### config.mk
export PLATFORM = sky130hd
export DESIGN_NAME = ptw_gen2
export DESIGN_NICKNAME = d
export VERILOG_FILES = /design/src/rtl/ptw_gen2.sv
export SDC_FILE = /design/constraint.sdc
export NUM_CORES = 1
export LEC_CHECK = 0
export CAP_MARGIN = 25
export CORE_ASPECT_RATIO = 0.6
export CORE_MARGIN = 4
export CORE_UTILIZATION = 44
export DETAILED_ROUTE_END_ITERATION = 16
export MAX_ROUTING_LAYER = met4
export PLACE_DENSITY = 0.79
export SYNTH_ARGS = -nofsm -noshare
export SYNTH_HDL_FRONTEND = slang
export SYNTH_SLANG_ARGS = --single-unit
### constraint.sdc
create_clock -name clk -period 3.37 [get_ports clk]
set_clock_uncertainty 0.1 [all_clocks]
set_input_delay 0.337 -clock clk [delete_from_list [all_inputs] [get_ports clk]]
set_output_delay 0.337 -clock clk [all_outputs]
set_load 0.01 [all_outputs]
### src/rtl/ptw_gen2.sv
// ptw_gen2 -- multi-level page-table walker.
//
// Accepts one virtual address at a time and walks LEVELS page-table levels
// starting at ROOT_BASE. It issues exactly one 32-bit memory read per level
// and returns either the leaf PTE or a fault, together with the level where
// the walk ended.
//
// Optional feature: `define PTW_WALK_CACHE_EN enables a one-entry cache.
// The cache holds the base of the last-level table keyed by the upper VPNs,
// so a matching walk needs only one read.
//
// Ports:
//   clk, rst                          clock (rising edge), async active-low reset
//   ptw_req_valid_i/ready_o, vaddr_i  translation request
//   ptw_resp_valid_o/ready_i          result handshake
//   ptw_pte_o, ptw_level_o, ptw_fault_o  result payload
//   ptw_flush_i                       invalidate the walk cache
//   mem_req_valid_o/ready_i, addr_o   memory read request
//   mem_resp_valid_i/ready_o, data_i  memory read response
module ptw_gen2 #(
  parameter int          LEVELS    = 2,
  parameter int          VPN_W     = 10,
  parameter logic [31:0] ROOT_BASE = 32'h0000_0400
) (
  input  logic        clk,
  input  logic        rst,
  input  logic        ptw_req_valid_i,
  output logic        ptw_req_ready_o,
  input  logic [31:0] ptw_vaddr_i,
  output logic        ptw_resp_valid_o,
  input  logic        ptw_resp_ready_i,
  output logic [31:0] ptw_pte_o,
  output logic [1:0]  ptw_level_o,
  output logic        ptw_fault_o,
  input  logic        ptw_flush_i,
  output logic        mem_req_valid_o,
  input  logic        mem_req_ready_i,
  output logic [31:0] mem_addr_o,
  input  logic        mem_resp_valid_i,
  output logic        mem_resp_ready_o,
  input  logic [31:0] mem_data_i
);

  typedef enum logic [1:0] {IDLE, MREQ, MWAIT, RESP} state_t;

  localparam logic [31:0] VPN_MASK = (32'd1 << VPN_W) - 32'd1;

  state_t      state;
  logic [31:0] va;
  logic [31:0] base;
  logic [1:0]  lvl;
  logic [31:0] res_pte;
  logic [1:0]  res_lvl;
  logic        res_fault;

  // VPN field k of an address, already right-aligned.
  function automatic logic [31:0] vpn_of(input logic [31:0] a, input logic [1:0] k);
    return (a >> (12 + VPN_W * int'(k))) & VPN_MASK;
  endfunction

  // PTE decode of the incoming memory word.
  logic pv, pr, pw, px, prwx, bad;
  always_comb begin
    pv   = mem_data_i[0];
    pr   = mem_data_i[1];
    pw   = mem_data_i[2];
    px   = mem_data_i[3];
    prwx = pr | pw | px;
    // Invalid, reserved W-without-R, or a pointer out of the last level.
    bad  = !pv || (pw && !pr) || (!prwx && lvl == 2'd0);
  end

  assign ptw_req_ready_o  = (state == IDLE);
  assign ptw_resp_valid_o = (state == RESP);
  assign mem_req_valid_o  = (state == MREQ);
  assign mem_resp_ready_o = (state == MWAIT);
  // Address arithmetic wraps modulo 2^32.
  assign mem_addr_o       = (state == MREQ) ? base + (vpn_of(va, lvl) << 2) : 32'd0;
  assign ptw_pte_o        = res_pte;
  assign ptw_level_o      = res_lvl;
  assign ptw_fault_o      = res_fault;

`ifdef PTW_WALK_CACHE_EN
  localparam int          TAG_SH   = 12 + VPN_W;
  localparam logic [31:0] TAG_MASK = (LEVELS > 1) ?
                                     (32'd1 << (VPN_W * (LEVELS - 1))) - 32'd1 : 32'd0;

  logic        c_vld;
  logic [31:0] c_tag;
  logic [31:0] c_base;
  logic        hit;

  // With one level there is no upper VPN to key on, so never hit.
  assign hit = (LEVELS > 1) && c_vld && (((ptw_vaddr_i >> TAG_SH) & TAG_MASK) == c_tag);
`else
  logic unused_flush;
  assign unused_flush = ptw_flush_i;
`endif

  always_ff @(posedge clk or negedge rst) begin
    if (!rst) begin
      state     <= IDLE;
      va        <= '0;
      base      <= '0;
      lvl       <= '0;
      res_pte   <= '0;
      res_lvl   <= '0;
      res_fault <= 1'b0;
`ifdef PTW_WALK_CACHE_EN
      c_vld     <= 1'b0;
      c_tag     <= '0;
      c_base    <= '0;
`endif
    end else begin
      case (state)
        IDLE: if (ptw_req_valid_i) begin
          va    <= ptw_vaddr_i;
          lvl   <= 2'(LEVELS - 1);
          base  <= ROOT_BASE;
`ifdef PTW_WALK_CACHE_EN
          if (hit) begin
            lvl  <= 2'd0;
            base <= c_base;
          end
`endif
          state <= MREQ;
        end
        MREQ: if (mem_req_ready_i) state <= MWAIT;
        MWAIT: if (mem_resp_valid_i) begin
          if (bad) begin
            res_pte   <= '0;
            res_lvl   <= lvl;
            res_fault <= 1'b1;
            state     <= RESP;
          end else if (!prwx) begin
            base  <= {mem_data_i[31:10], 10'b0};
            lvl   <= lvl - 2'd1;
            state <= MREQ;
`ifdef PTW_WALK_CACHE_EN
            if (lvl == 2'd1) begin
              c_vld  <= 1'b1;
              c_tag  <= (va >> TAG_SH) & TAG_MASK;
              c_base <= {mem_data_i[31:10], 10'b0};
            end
`endif
          end else begin
            res_pte   <= mem_data_i;
            res_lvl   <= lvl;
            res_fault <= 1'b0;
            state     <= RESP;
          end
        end
        RESP: if (ptw_resp_ready_i) state <= IDLE;
        default: state <= IDLE;
      endcase
`ifdef PTW_WALK_CACHE_EN
      // Placed after the fill so a same-edge flush overrides it.
      if (ptw_flush_i) c_vld <= 1'b0;
`endif
    end
  end

endmodule

---- Word-level counts from Yosys, hierarchy flattened ----
Cells that the tools add are included.
word-level totals
  register bits ........................... 103
  latch bits .............................. 0
  memory bits (writable) .................. 0
  bits in read-only memories .............. 0
  output and inout bits ................... 71
  logic and storage cells ................. 61
  memories ................................ 0
cells by class
  $add $sub $neg .......................... 3
  multiply operators ...................... 1
  div/mod/pow operators ................... 0
  magnitude comparators ................... 0
  eq/ne operators ......................... 9
  shift-type cells ........................ 1
  multiplexer cells ....................... 23
  bitwise operators ....................... 2
  reduce and logical (&&, ||, !) cells .... 15
operator list
  cell                                                                number
  32-bit 2-to-1 mux                                                   7
  32-bit one-hot mux with 2 select lines                              1
  32-bit by 12-bit adder with 32-bit output                           1
  32-bit by 7-bit >> shifter with 10-bit output                       1
  2-bit 2-to-1 mux                                                    11
  2-bit != test, second input constant                                4
  2-bit one-hot mux with 4 select lines                               1
  4-bit by 6-bit adder with 7-bit output, first input constant        1
  3-bit by 2-bit multiplier with 5-bit output, first input constant   1
  5-bit AND reduction                                                 1
  2-bit == test, second input constant                                2
  2-bit zero test                                                     2
  2-bit by 1-bit != test with 1-bit output, second input constant     2
  2-bit one-hot mux with 2 select lines                               1
  4-bit AND reduction                                                 1
  2-bit nonzero test                                                  2
  1-bit zero test                                                     3
  3-bit AND reduction                                                 1
  2-bit by 1-bit == test with 1-bit output, second input constant     1
  1-bit logical AND                                                   2
  1-bit logical OR                                                    2
  1-bit 2-to-1 mux                                                    2
  1-bit OR                                                            2
  2-bit AND reduction                                                 1
  2-bit by 1-bit subtractor with 2-bit output, second input constant  1

---- Depth between registers and ports, before layout ----
Gate-level depths: netlist (run 1).
  word-level depth ........................ 8
  gate-level depth with buffers ........... 10
  gate-level depth less buffers ........... 8

---- Least setup slack after synthesis (run 1) ----
Ideal clock, no wire load.
  path kind ............................... register to output
  start ................................... register lvl[0]
  end ..................................... output port mem_addr_o[31]
  arrival ................................. 2801 ps
  setup slack ............................. 132 ps
  stages on the path, launching flop included .. 11
  path buffers ............................ 3
  cells stage by stage .................... dfrtp_1 -> clkbuf_1 -> buf_1 -> mux2i_1 -> nor2_1 -> ha_1 -> a21oi_1 -> or4_1 -> buf_2 -> or4_1 -> a21oi_1
on the way
  longest elaborated chain between the ends .. 5
ends and longest elaborated chain
  element                                        RTL line  text
  start, declared                                51        logic [1:0] lvl;
  start signal, assigned                         118       lvl <= 2'(LEVELS - 1);
  start signal, assigned                         137       lvl <= lvl - 2'd1;
  3-bit by 2-bit multiplier with 5-bit output    58        return (a >> (12 + VPN_W * int'(k))) & VPN_MASK;
  4-bit by 6-bit adder with 7-bit output         58
  32-bit by 7-bit >> shifter with 10-bit output  58
  32-bit by 12-bit adder with 32-bit output      78        assign mem_addr_o = (state == MREQ) ? base + (vpn_of(va, lvl) << 2) : 32'd0;
  32-bit 2-to-1 mux                              78
  end, declared                                  38        output logic [31:0] mem_addr_o,
No other way between the ends.

---- Final worst setup path (run 1) ----
  start ................................... register lvl[0]
  end ..................................... output port mem_addr_o[23]
Same word-level chain as after synthesis.

==> impl_metrics.env, run 1 <==
export IMPL_status="finished, final reports clean"
export IMPL_core_rowCount=25
export IMPL_power_density_nw_per_um2=731.6
export IMPL_drt_iter0_drc=157
export IMPL_vias=3260
export IMPL_dp_cells=588
export IMPL_nets=569
export IMPL_required_ps=2930
export IMPL_clk_pin_slew_worst_paths_ps=60
export IMPL_met3_length_um=926
export IMPL_ys_ff_latch=81
export IMPL_insertion_delay_ps=340
export IMPL_vias_per_cell=5.380
export IMPL_num_io_pins=142
export IMPL_initial_core_util_pct=46.83
export IMPL_area_growth_pct=44.15
export IMPL_path_max_fanout=9
export IMPL_slowest_stage="clkdlybuf4s50_1"
export IMPL_grt_max_degree=82
export IMPL_syn_area_per_cell_um2=10.27
export IMPL_cts_tree="yes"
export IMPL_chipHeight_um=80.07
export IMPL_firstDrtPassIters=4
export IMPL_worstSetupStartpointType="flop"
export IMPL_gp_congestion=0.8215
export IMPL_ys_warn_count=0
export IMPL_drt_wl_total_um=10570
export IMPL_cts_sinks=81
export IMPL_hold_class="primary input to asynchronous set/reset pin"
export IMPL_p_leak_nw=2.395
export IMPL_tightest_slew_ps=948.9
export IMPL_cts_buffers=9
export IMPL_worstSetupEndpointType="primary output"
export IMPL_coreArea_um2=8133
export IMPL_drv_cap=0
export IMPL_fin_cells=606
export IMPL_netlist_area_um2=3809
export IMPL_dp_hpwl_um=7431
export IMPL_finalSetupViolations=0
export IMPL_grt_ovfl_total=0
export IMPL_max_slew_margin_rel_pct=36.51
export IMPL_tns_ps=0
export IMPL_final_fill_count=632
export IMPL_grt_usage_pct=21.92
export IMPL_final_cell_mix="clkdlybuf4s50_1 (113), dfrtp_1 (80), nand2_1 (58), o21ai_0 (34), a22o_1 (29)"
export IMPL_die_w_um=128.1
export IMPL_clockBufferDepth=2
export IMPL_grt_pass1_wl_um=16930
export IMPL_critPathKind="flop to primary output"
export IMPL_arrival_ps=2750
export IMPL_drc=0
export IMPL_clock_tree_root_cell="clkbuf_16"
export IMPL_critPathMaxStageDelay_ps=570
export IMPL_synth_cells=371
export IMPL_grt_pass1_vias=3284
export IMPL_wl_per_cell_um=17.44
export IMPL_io_buffers=126
export IMPL_fmax_ghz=0.3135
export IMPL_post_route_period_util_pct=94.66
export IMPL_drv_slew=0
export IMPL_synth_seq_area_share_pct=53.22
export IMPL_htree_levels=3
export IMPL_crit_chain="mux2i_1, nor2_1, ha_1, a21oi_1, or4_4, xnor2_1, nor2_1, clkdlybuf4s50_1"
export IMPL_finalHoldViolCount=0
export IMPL_drive_above_1_share_pct=12.85
export IMPL_post_route_util_pct=67.51
export IMPL_r2r_slack_ps=830
export IMPL_die_area_um2=10260
export IMPL_ir_worst_vdd_mv=0.3431
export IMPL_synth_cell_types=36
export IMPL_final_common_cell="clkdlybuf4s50_1"
export IMPL_fin_crit_ps=3190
export IMPL_ant_nets=0
export IMPL_p_total_mw=4.017
export IMPL_grt_antenna_before_repair=0
export IMPL_path_common_cell="nor2_1"
export IMPL_top_layer="met4"
export IMPL_diodes=0
export IMPL_wl_met2_um=4636
export IMPL_wirelength_met1_um=4886
## kinds of logic after synthesis
group | after synthesis | synth area share (%)
flops | 81 | 53.22
xor+xnor | 12 | 2.760
other cells | 1 | 0.09846
compound gates | 81 | 13.93
fa+ha+maj | 4 | 1.511
mux | 33 | 9.659
buf+inv | 36 | 3.843
simple gates | 123 | 14.98
## critical path, delay by kind of cell (launching register included)
family,cells,cell delay [ps]
AOI/OAI and AO/OA,1,80
xor gates and xnor gates,1,150
adders and majority gates,1,290
buffers and inverters,1,570
DFF,1,410
muxes,1,190
and+or+nand+nor,3,710
## layer usage
layer / vias to the layer above / GRT usage [%]
li1: 1539 / -
met1: 1582 / 29.21
met2: 130 / 32.15
met3: 9 / 7.508
met4: 0 / 6.038
met5: - / -
## power breakdown
group	total (mW)	internal (mW)	switching, mW	leakage (nW)
sequential	1.52	1.30	0.218	1.05
combinational	1.64	0.923	0.712	1.22
clock	0.865	0.493	0.372	0.124
total	4.02	2.72	1.30	2.40
## per-stage QoR
stage	cell area, um^2	setup slack [ps]	hold slack [ps]
2_1_floorplan	3812	131.8	-58.59
3_3_place_gp	5176	26.39	361.5
3_5_place_dp	5176	29.37	381.3
4_1_cts	5436	27.69	109.8
5_1_grt	5490	-0.2647	352.2
6_report	5490	180.0	333.9
## cell usage after synthesis
master     n  area share, %
nand4_2    1           0.33
nor2_1    26            2.6
a21o_1     4           0.79
a22o_1    29            6.7
fa_1       1           0.53
dfrtp_1   81             53
clkbuf_1  19            1.9
and4_1     2           0.46
or4b_2     1           0.26
nand3b_1   1           0.20
buf_1      1          0.098
nand2_1   59            5.8
nand3_1    7           0.92
or4_1      3           0.59
buf_4      2           0.39
a21oi_1   12            1.6
mux2_2    20            5.9
ha_1       3           0.99
nor3b_1    2           0.39
nor4b_1    1           0.23
inv_1     11            1.1
buf_2      3           0.39
nor4_1     1           0.16
nand4_1    6           0.99
nor2b_1    1           0.16
a311oi_1   1           0.23
or3_1      7            1.1
o21ai_0   34            4.5
nor3_1     2           0.26
xor2_1     5            1.1
mux2i_1   12            3.2
o31ai_1    1           0.20
and2_1     3           0.49
mux4_2     1           0.59
xnor2_1    7            1.6
conb_1     1          0.098
## registers in the layout, summed over array words and instances (netlist names)
name	cells
base	22
lvl	2
ptw_fault_o	1
ptw_level_o	2
ptw_pte_o	32
state	2
va	20
## final timing paths
kind                            depth (start not counted)        endpoint          from
worst max-delay path                                    8  mem_addr_o[23]        lvl[0]
worst min register to register                          2    ptw_pte_o[1]  ptw_pte_o[1]
worst max register to register                          8    ptw_pte_o[2]        lvl[0]
worst min-delay path                                    2        state[0]           rst
max in group asynchronous                               3   ptw_pte_o[14]           rst
min in group clk                                        2    ptw_pte_o[1]  ptw_pte_o[1]
## final cells by class
class	instances	area, um^2	area share (%)
inverters	11	41.29	0.7521
flip-flops and latches	81	2028	36.94
clock buffers	10	229.0	4.170
multi-input cells	255	1679	30.58
well taps	108	135.1	2.461
clock inverters	5	33.78	0.6153
repair buffers	136	1344	24.48
## what timing repair did
action	CTS	global route
setup endpoints to repair	11	12
gates cloned	0	0
hold buffers	0	1
gates resized for setup	12	22
endpoints found under the hold margin	0	20
setup buffers	0	1
Power figures use the tool's default switching activity.
==> run 2: changes to the inputs <==
--- a/config.mk
+++ b/config.mk
@@ -9,9 +9,11 @@
 export CORE_ASPECT_RATIO = 0.6
 export CORE_MARGIN = 4
 export CORE_UTILIZATION = 44
+export CTS_CLUSTER_SIZE = 14
 export DETAILED_ROUTE_END_ITERATION = 16
 export MAX_ROUTING_LAYER = met4
 export PLACE_DENSITY = 0.79
 export SYNTH_ARGS = -nofsm -noshare
 export SYNTH_HDL_FRONTEND = slang
 export SYNTH_SLANG_ARGS = --single-unit
+export TNS_END_PERCENT = 50
==> results of run 2 <==
Final layout, timing and power as in run 1 (identical DEF).
==> run 3: changes to the inputs <==
--- a/config.mk
+++ b/config.mk
@@ -8,11 +8,12 @@
 export CAP_MARGIN = 25
 export CORE_ASPECT_RATIO = 0.6
 export CORE_MARGIN = 4
-export CORE_UTILIZATION = 44
+export CORE_UTILIZATION = 40
+export CTS_BUF_LIST = sky130_fd_sc_hd__clkbuf_4 sky130_fd_sc_hd__clkbuf_8
 export CTS_CLUSTER_SIZE = 14
 export DETAILED_ROUTE_END_ITERATION = 16
 export MAX_ROUTING_LAYER = met4
-export PLACE_DENSITY = 0.79
+export PLACE_DENSITY = 0.72
 export SYNTH_ARGS = -nofsm -noshare
 export SYNTH_HDL_FRONTEND = slang
 export SYNTH_SLANG_ARGS = --single-unit
==> run 3 against run 2 <==
Sequential cell count did not move; maximum frequency shrank 0.10%; critical path depth up 1; largest cell class unchanged.
==> impl_metrics.env, run 3 (same netlist as run 1, synthesis figures left out) <==
export IMPL_post_route_util_pct=59.82
export IMPL_status="finished, final reports clean"
export IMPL_nets=571
export IMPL_drc=0
export IMPL_grt_pass1_vias=3269
export IMPL_cts_sinks=81
export IMPL_whs_ps=252.6
export IMPL_tightest_slew_ps=960.4
export IMPL_rr_endpoint="base[26]"
export IMPL_grt_ovfl_total=0
export IMPL_die_w_um=134.0
export IMPL_finalHoldViolCount=0
export IMPL_power_density_nw_per_um2=742.1
export IMPL_post_route_period_util_pct=94.76
export IMPL_worstReg2RegStart="lvl[0]"
export IMPL_clockBufferDepth=2
export IMPL_timing_critical_path_buf_inv=1
export IMPL_arrival_ps=2760
export IMPL_final_cell_mix="clkdlybuf4s50_1 (115), dfrtp_1 (81), nand2_1 (58), o21ai_0 (34), a22o_1 (29)"
export IMPL_reg2regPathDepth=9
export IMPL_path_max_fanout=6
export IMPL_ant_nets=0
export IMPL_p_total_mw=4.094
export IMPL_drv_cap=0
export IMPL_ir_worst_vdd_mv=0.3861
export IMPL_insertion_delay_ps=360
export IMPL_fin_crit_ps=3193
export IMPL_drv_slew=0
export IMPL_clock_tree_root_cell="clkbuf_8"
export IMPL_diodes=0
export IMPL_area_growth_pct=44.84
export IMPL_wl_per_cell_um=16.64
export IMPL_htree_levels=3
export IMPL_grt_antenna_before_repair=0
export IMPL_num_io_pins=142
export IMPL_fmax_ghz=0.3132
export IMPL_path_delay_family="simple AND/OR/NAND/NOR gates"
export IMPL_p_leak_nw=2.393
export IMPL_drt_iter0_drc=173
export IMPL_hold_class="primary input to asynchronous set/reset pin"
export IMPL_finalSetupViolations=0
export IMPL_fin_cells=631
export IMPL_cts_buffers=9
export IMPL_dp_hpwl_um=7409
export IMPL_grt_max_degree=82
export IMPL_drt_wl_total_um=10500
export IMPL_required_ps=2930
export IMPL_coreArea_um2=9223
export IMPL_r2r_slack_ps=760
export IMPL_worstSetupStartpointType="flop"
export IMPL_firstDrtPassIters=4
export IMPL_io_buffers=126
export IMPL_slowest_stage="or4_4"
export IMPL_drive_above_1_share_pct=12.57
export IMPL_vias=3279
export IMPL_largest_register_ffs=32
export IMPL_vias_per_cell=5.197
export IMPL_clk_pin_slew_worst_paths_ps=90
export IMPL_crit_chain="mux2i_1, nor2_1, ha_2, fa_1, nand2_1, or4_4, or3_1, a21oi_1, dlygate4sd2_1"
export IMPL_tns_ps=0
export IMPL_critPathMaxStageDelay_ps=530
export IMPL_cts_tree="yes"
export IMPL_worstSetupEndpointType="primary output"
export IMPL_grt_pass1_wl_um=16750
export IMPL_final_common_cell="clkdlybuf4s50_1"
export IMPL_dp_cells=611
export IMPL_chipHeight_um=83.59
export IMPL_critPathKind="flop to primary output"
export IMPL_grt_usage_pct=19.45
export IMPL_core_rowCount=27
export IMPL_gp_congestion=0.8593
export IMPL_initial_core_util_pct=41.30
export IMPL_die_area_um2=11200
export IMPL_max_slew_margin_rel_pct=35.74
-- run 3: cell count changes in the layout (fill, tap and decap cells not counted), sizes merged --
cell,previous run,this run
dlymetal6s2s,3,2
clkinvlp,2,0
buf,11,12
clkdlybuf4s50,113,115
bufinv,0,4
dlygate4sd2,2,3
inv,11,12
clkinv,3,1
clkdlybuf4s15,1,0
-- run 3: worst max path at each step --
stage          startpoint              to  slack (ps)  cells past startpoint
6_report           lvl[0]  mem_addr_o[30]         180                      9
5_1_grt            lvl[0]  mem_addr_o[28]          -6                      9
4_1_cts            lvl[0]  mem_addr_o[19]          10                      8
3_5_place_dp       lvl[0]  mem_addr_o[31]          80                      8
3_3_place_gp       lvl[0]  mem_addr_o[31]          90                      8
2_1_floorplan      lvl[0]  mem_addr_o[31]         130                     10
-- run 3: final cells by class --
type / count / area [um^2]
tap: 130 / 162.7
clock buffer: 10 / 137.6
multi-input combinational: 255 / 1663
clock inverter: 6 / 137.6
inverter: 11 / 41.29
sequential: 81 / 2027
fill: 781 / 3706
timing repair buffer: 138 / 1348
-- run 3: where the power goes --
part,internal [mW],total [mW],switching [mW]
registers,1.30,1.52,0.219
clock network,0.591,0.958,0.367
logic,0.920,1.62,0.701
total,2.81,4.09,1.29
-- run 3: worst register-to-register path: stages, from the launching register on --
cell	delay (ps)
dfrtp_1	410
buf_4	130
buf_4	100
buf_4	140
inv_1	70
ha_1	210
nor4b_1	460
nor3b_2	250
buf_4	410
o21ai_0	200
-- run 3: what timing repair did --
| item | CTS | global route |
|---|---|---|
| resized for setup | 11 | 13 |
| pin swaps | 0 | 0 |
| setup buffers | 1 | 1 |
| cloned | 0 | 0 |
| hold buffers | 0 | 1 |
| hold endpoints to repair | 0 | 10 |
| endpoints found under the setup margin | 9 | 10 |
-- run 3: stage by stage --
step	setup slack (ps)	area (um^2)
6_report	176.7	5517
3_5_place_dp	75.31	5199
5_1_grt	-5.864	5517
2_1_floorplan	131.8	3812
4_1_cts	10.32	5482
3_3_place_gp	94.98	5199
-- run 3: layer usage --
layer	vias up	GRT usage, %	wire length, um
li1	1540	-	-
met5	-	-	0
met3	12	8.133	889
met2	108	28.54	4568
met4	0	4.015	104
met1	1619	25.40	4939
